**src/rtl/mem_arbiter.sv**
```systemverilog
// mem_arbiter: shares a single-port, synchronous-read data RAM between the
// instruction fetch (word reads) and load/store (byte/half/word) requesters.
// Grants and RAM drive are combinational; read ownership is tracked for the
// one-cycle RAM latency and LS load data is extracted and extended on return.
module mem_arbiter #(
  parameter int unsigned STARVE_MAX = 4,
  parameter int unsigned ADDR_W     = 32
) (
  input  logic              clk,
  input  logic              rstn,
  // instruction fetch port
  input  logic              if_req,
  input  logic [ADDR_W-1:0] if_addr,
  output logic              if_gnt,
  output logic              if_rvalid,
  output logic [31:0]       if_rdata,
  // load/store port
  input  logic              ls_req,
  input  logic              ls_we,
  input  logic [1:0]        ls_mode,
  input  logic              ls_unsigned,
  input  logic [ADDR_W-1:0] ls_addr,
  input  logic [31:0]       ls_wdata,
  output logic              ls_gnt,
  output logic              ls_rvalid,
  output logic [31:0]       ls_rdata,
  output logic              ls_err,
  // RAM port
  output logic              ram_we,
  output logic [1:0]        ram_mode,
  output logic [31:0]       ram_addr,
  output logic [31:0]       ram_wdata,
  input  logic [31:0]       ram_rdata
);

  localparam int unsigned CNT_W = $clog2(STARVE_MAX + 1);

  localparam logic [1:0] MODE_BYTE = 2'b00;
  localparam logic [1:0] MODE_HALF = 2'b01;
  localparam logic [1:0] MODE_WORD = 2'b10;

  logic [CNT_W-1:0] starve_cnt;
  logic             if_force;
  logic             ls_bad;

  // registered issue-cycle attributes of the LS load in flight
  logic [1:0]       off_q;
  logic [1:0]       mode_q;
  logic             uns_q;

  // Misaligned or illegal LS accesses never reach the RAM
  always_comb begin
    ls_bad = 1'b0;
    case (ls_mode)
      MODE_BYTE: ls_bad = 1'b0;
      MODE_HALF: ls_bad = ls_addr[0];
      MODE_WORD: ls_bad = (ls_addr[1:0] != 2'b00);
      default:   ls_bad = 1'b1;
    endcase
  end

  // Arbitration: LS has priority unless IF has waited STARVE_MAX cycles
  always_comb begin
    if_force = if_req && (starve_cnt == CNT_W'(STARVE_MAX));
    ls_gnt   = ls_req && !if_force;
    if_gnt   = if_req && !ls_gnt;
  end

  // RAM drive for the issuing requester; idle pattern otherwise
  always_comb begin
    ram_we    = 1'b0;
    ram_mode  = MODE_WORD;
    ram_addr  = 32'h0;
    ram_wdata = 32'h0;
    if (if_gnt) begin
      ram_addr = 32'(if_addr);
    end else if (ls_gnt && !ls_bad) begin
      ram_we    = ls_we;
      ram_mode  = ls_mode;
      ram_addr  = 32'(ls_addr);
      ram_wdata = ls_wdata;
    end
  end

  // Starvation counter: counts consecutive IF waiting cycles, saturating
  always_ff @(posedge clk or negedge rstn) begin
    if (!rstn) begin
      starve_cnt <= '0;
    end else if (if_req && !if_gnt) begin
      if (starve_cnt != CNT_W'(STARVE_MAX)) starve_cnt <= starve_cnt + CNT_W'(1);
    end else begin
      starve_cnt <= '0;
    end
  end

  // Read ownership, error pulse and LS extraction attributes
  always_ff @(posedge clk or negedge rstn) begin
    if (!rstn) begin
      if_rvalid <= 1'b0;
      ls_rvalid <= 1'b0;
      ls_err    <= 1'b0;
      off_q     <= 2'b00;
      mode_q    <= 2'b00;
      uns_q     <= 1'b0;
    end else begin
      if_rvalid <= if_gnt;
      ls_rvalid <= ls_gnt && !ls_bad && !ls_we;
      ls_err    <= ls_gnt && ls_bad;
      if (ls_gnt) begin
        off_q  <= ls_addr[1:0];
        mode_q <= ls_mode;
        uns_q  <= ls_unsigned;
      end
    end
  end

  // IF data is the raw RAM word
  assign if_rdata = ram_rdata;

  // LS load lane extraction and sign/zero extension
  always_comb begin
    logic [7:0]  byte_lane;
    logic [15:0] half_lane;
    byte_lane = 8'(ram_rdata >> {off_q, 3'b000});
    half_lane = off_q[1] ? ram_rdata[31:16] : ram_rdata[15:0];
    case (mode_q)
      MODE_BYTE: ls_rdata = {{24{!uns_q && byte_lane[7]}}, byte_lane};
      MODE_HALF: ls_rdata = {{16{!uns_q && half_lane[15]}}, half_lane};
      default:   ls_rdata = ram_rdata;
    endcase
  end

endmodule

```
**config.mk**
```make
export PLATFORM = sky130hd
export DESIGN_NAME = mem_arbiter
export DESIGN_NICKNAME = d
export VERILOG_FILES = /design/src/rtl/mem_arbiter.sv
export SDC_FILE = /design/constraint.sdc
export NUM_CORES = 1
export LEC_CHECK = 0
export CORE_AREA = 3 3 103 105
export CTS_CLUSTER_DIAMETER = 80
export DETAILED_ROUTE_END_ITERATION = 6
export DIE_AREA = 0 0 106 108
export PLACE_DENSITY_LB_ADDON = 0.2
export SLEW_MARGIN = 20
export SYNTH_ARGS = -nofsm -noshare
export SYNTH_HDL_FRONTEND = slang
export SYNTH_SLANG_ARGS = --single-unit
```
**constraint.sdc**
```tcl
create_clock -name clk -period 2 [get_ports clk]
set_input_delay 0.4 -clock clk [delete_from_list [all_inputs] [get_ports clk]]
set_output_delay 0.4 -clock clk [all_outputs]
set_load 0.02 [all_outputs]
```
==> key figures <==
Synthesis
  – Post-synth cell types: 39
  – Post-synth ARST share: 1.00
  – Avg Cell Area, Syn: 6.89 µm²
  – Sequential share of the synthesized area: 0.125
  – Post-synth top cells: nand2_1 (48), and3_1 (35), buf_4 (33), nand3_1 (32), o22ai_1 (30)
  – Yosys top cell by area: dfrtp_1
  – Mapped Cells: 320
  – Cell Area, Synth: 0.00220 mm²
  – Seq cells post-synth: 11
  – Most numerous cell in the Yosys netlist: nand2_1
  – Top cell type's share of synthesized area: 0.125
  – Synth top area cells: dfrtp_1 (12%), buf_4 (11%), and3_1 (9.9%)
  – Number of flops mapped to enable cells by yosys: 0
  – Syn. warnings: 0
  – Net Count, Synth: 458
  – Ys flop type: dfrtp_1

Place
  – PortBufs: 271
  – Final RePlAce weighted congestion: 0.829
  – Dpl cell area: 0.00525 mm²
  – DP HPWL: 10,500 µm

Route
  – Routed vias: 3,819
  – Drt wl/cell: 19.9 µm
  – Vias/cell: 5.09
  – DRC viols: 0
  – DRT iter0 DRCs: 140
  – Drt pass-1 iters: 4
  – Total Wirelength: 15,000 µm
  – Routed Antenna Nets: 0

Layout
  – Share of cells above drive strength 1: 0.493
  – Ant diodes: 0
  – Cell area after layout: 0.00634 mm²
  – Fill count: 810
  – Final net count: 756
  – Multi-input combinational cell area: 0.00211 mm²
  – Register Area: 277 µm²
  – Util after Layout: 0.652
  – Synthesis-to-finish area growth: 188%

Global routing
  – Initial antenna violation count: 1
  – Largest net degree at the start of global routing: 33
  – GRT Total Usage: 0.229
  – Vias in the first global route: 3,715
  – Overflow after GRT: 0
  – First-pass GRT wire length: 20,800 µm

Die
  – Initial Util: 0.226
  – Std cell rows: 36
  – Die Y: 108 µm
  – Die X: 106 µm
  – IO Pins: 272
  – Die area: 0.0114 mm²
  – CORE AREA: 0.00973 mm²

STA
  – Final hold violation count: 0
  – Max-slew violations: 0
  – Max-slew headroom: 0.665
  – Final setup viols: 94
  – Worst setup margin: -0.194 ns
  – Final Cycle Share: 1.10
  – RSZ-0062 raised after global routing: true
  – Skew final: 0.00530 ns
  – Final Critical Period: 2.19 ns
  – Hold Slack: 0.494 ns
  – Pin slew with the least headroom to its limit: 0.502 ns
  – Fmax: 0.456 GHz

Job
  – MaxCap Viol Count: 0

Critical path
  – Startpoint types: register
  – Worst-path maximum fanout: 8
  – CP endpoint kind: output port
  – WS Path Type: reg2out
  – Worst path required time: 1.60 ns
  – Arr. time, crit path: 1.79 ns

Clocking
  – CTS max path bufs: 2
  – Clock transition at path regs: 0.05 ns
  – Sink Count: 11
  – Clock Latency Late Sink: 0.24 ns
  – Clock tree from TritonCTS: built
  – TritonCTS Buffers: 3
  – Root buffer cell: clkbuf_8
  – H-tree levels: 1

Power and ir drop
  – Maximum vdd ir drop: 0.000158 V
  – P_leak: 0.00288 µW
  – Pwr dens: 375 mW/mm²

Hold path
  – Hold WC Path Type: in2async

Run status
  – Failing checks: negative setup slack
  – Run status: complete, but fails checks
## repair_timing
action,4_1_cts,5_1_grt
setup buffers,11,3
gates cloned,9,3
pin swaps,29,17
setup endpoints to repair,119,107
hold buffers,0,0
resized for setup,622,151
## cells by family after synthesis
kind of cell    Yosys count  synth area share
fa+ha+maj                 2            0.0114
simple gates            141             0.343
compound gates           76             0.241
mux                      15            0.0863
buf+inv                  74             0.190
flops                    11             0.125
xor+xnor                  1           0.00398
## state kept, by name, indices dropped and copies added (netlist names)
signal      flops
mode_q          2
ls_err          1
starve_cnt      3
ls_rvalid       1
off_q           2
uns_q           1
if_rvalid       1
## worst paths after layout
kind	startpoint	end	slack, ns	depth (start not counted)
setup / recovery	off_q[1]	ls_rdata[14]	-0.19	4
hold / removal	rstn	mode_q[1]	0.49	1
setup reg to reg	starve_cnt[1]	off_q[1]	0.43	9
hold reg to reg	uns_q	uns_q	0.50	1
max in group asynchronous	rstn	off_q[1]	1.14	1
min in group clk	uns_q	uns_q	0.50	1
## routing by layer
metal | routed length (µm) | up-vias | track usage
met1 | 4980 | 1786 | 0.230
met2 | 8110 | 225 | 0.465
met4 | 522 | 2 | 0.0629
met5 | 13 | - | 0
met3 | 1330 | 47 | 0.0525
li1 | - | 1759 | -
## final cells by class
| class | count | share of cell area |
|---|---|---|
| repair inverters | 1 | 0.00177 |
| inverters | 6 | 0.00473 |
| repair buffers | 360 | 0.584 |
| well taps | 133 | 0.0262 |
| clock buffers | 4 | 0.00710 |
| multi-input cells | 235 | 0.333 |
| flip-flops and latches | 11 | 0.0436 |
## stage by stage
stage	total power [µW]	std cells	TNS, ns	setup slack [ns]
6_report	2380	750	-11.33	-0.194
5_1_grt	2490	750	-17.11	-0.267
4_1_cts	2150	746	-9.95	-0.236
3_5_place_dp	1860	722	-65.99	-0.765
3_3_place_gp	1850	722	-63.51	-0.745
2_1_floorplan	973	320	0	0.00961
## critical path, stage by stage, from the launching register on
cell,delay (ns)
dfrtp_2,0.42
mux4_2,0.51
nor3b_4,0.20
a221o_1,0.29
buf_6,0.14
## where the power goes
| group | switching [µW] | internal, µW |
|---|---|---|
| sequential | 15.9 | 239 |
| clock | 85.7 | 140 |
| combinational | 895 | 1010 |
## cells in the final DEF, fill, tap and decap left out, types with 2 or more instances in the layout
master,n
and3_4,20
o22ai_2,15
nand4_1,2
nand3_4,2
clkbuf_16,3
nor2_1,4
clkbuf_8,3
buf_2,26
clkbuf_2,2
dfrtp_1,10
nand3_1,18
dlymetal6s2s_1,6
inv_1,4
buf_12,10
a22o_1,8
o21ai_1,3
nand2_1,48
o21ai_4,5
o22ai_1,2
buf_16,7
dlygate4sd2_1,19
a221o_1,15
inv_8,2
buf_6,86
o21ai_0,2
and4b_1,7
o22ai_4,13
mux2_2,11
buf_4,59
o21ai_2,9
and3_1,15
nand3_2,13
clkdlybuf4s50_1,141
No activity file was read; power rests on OpenSTA's default activity.
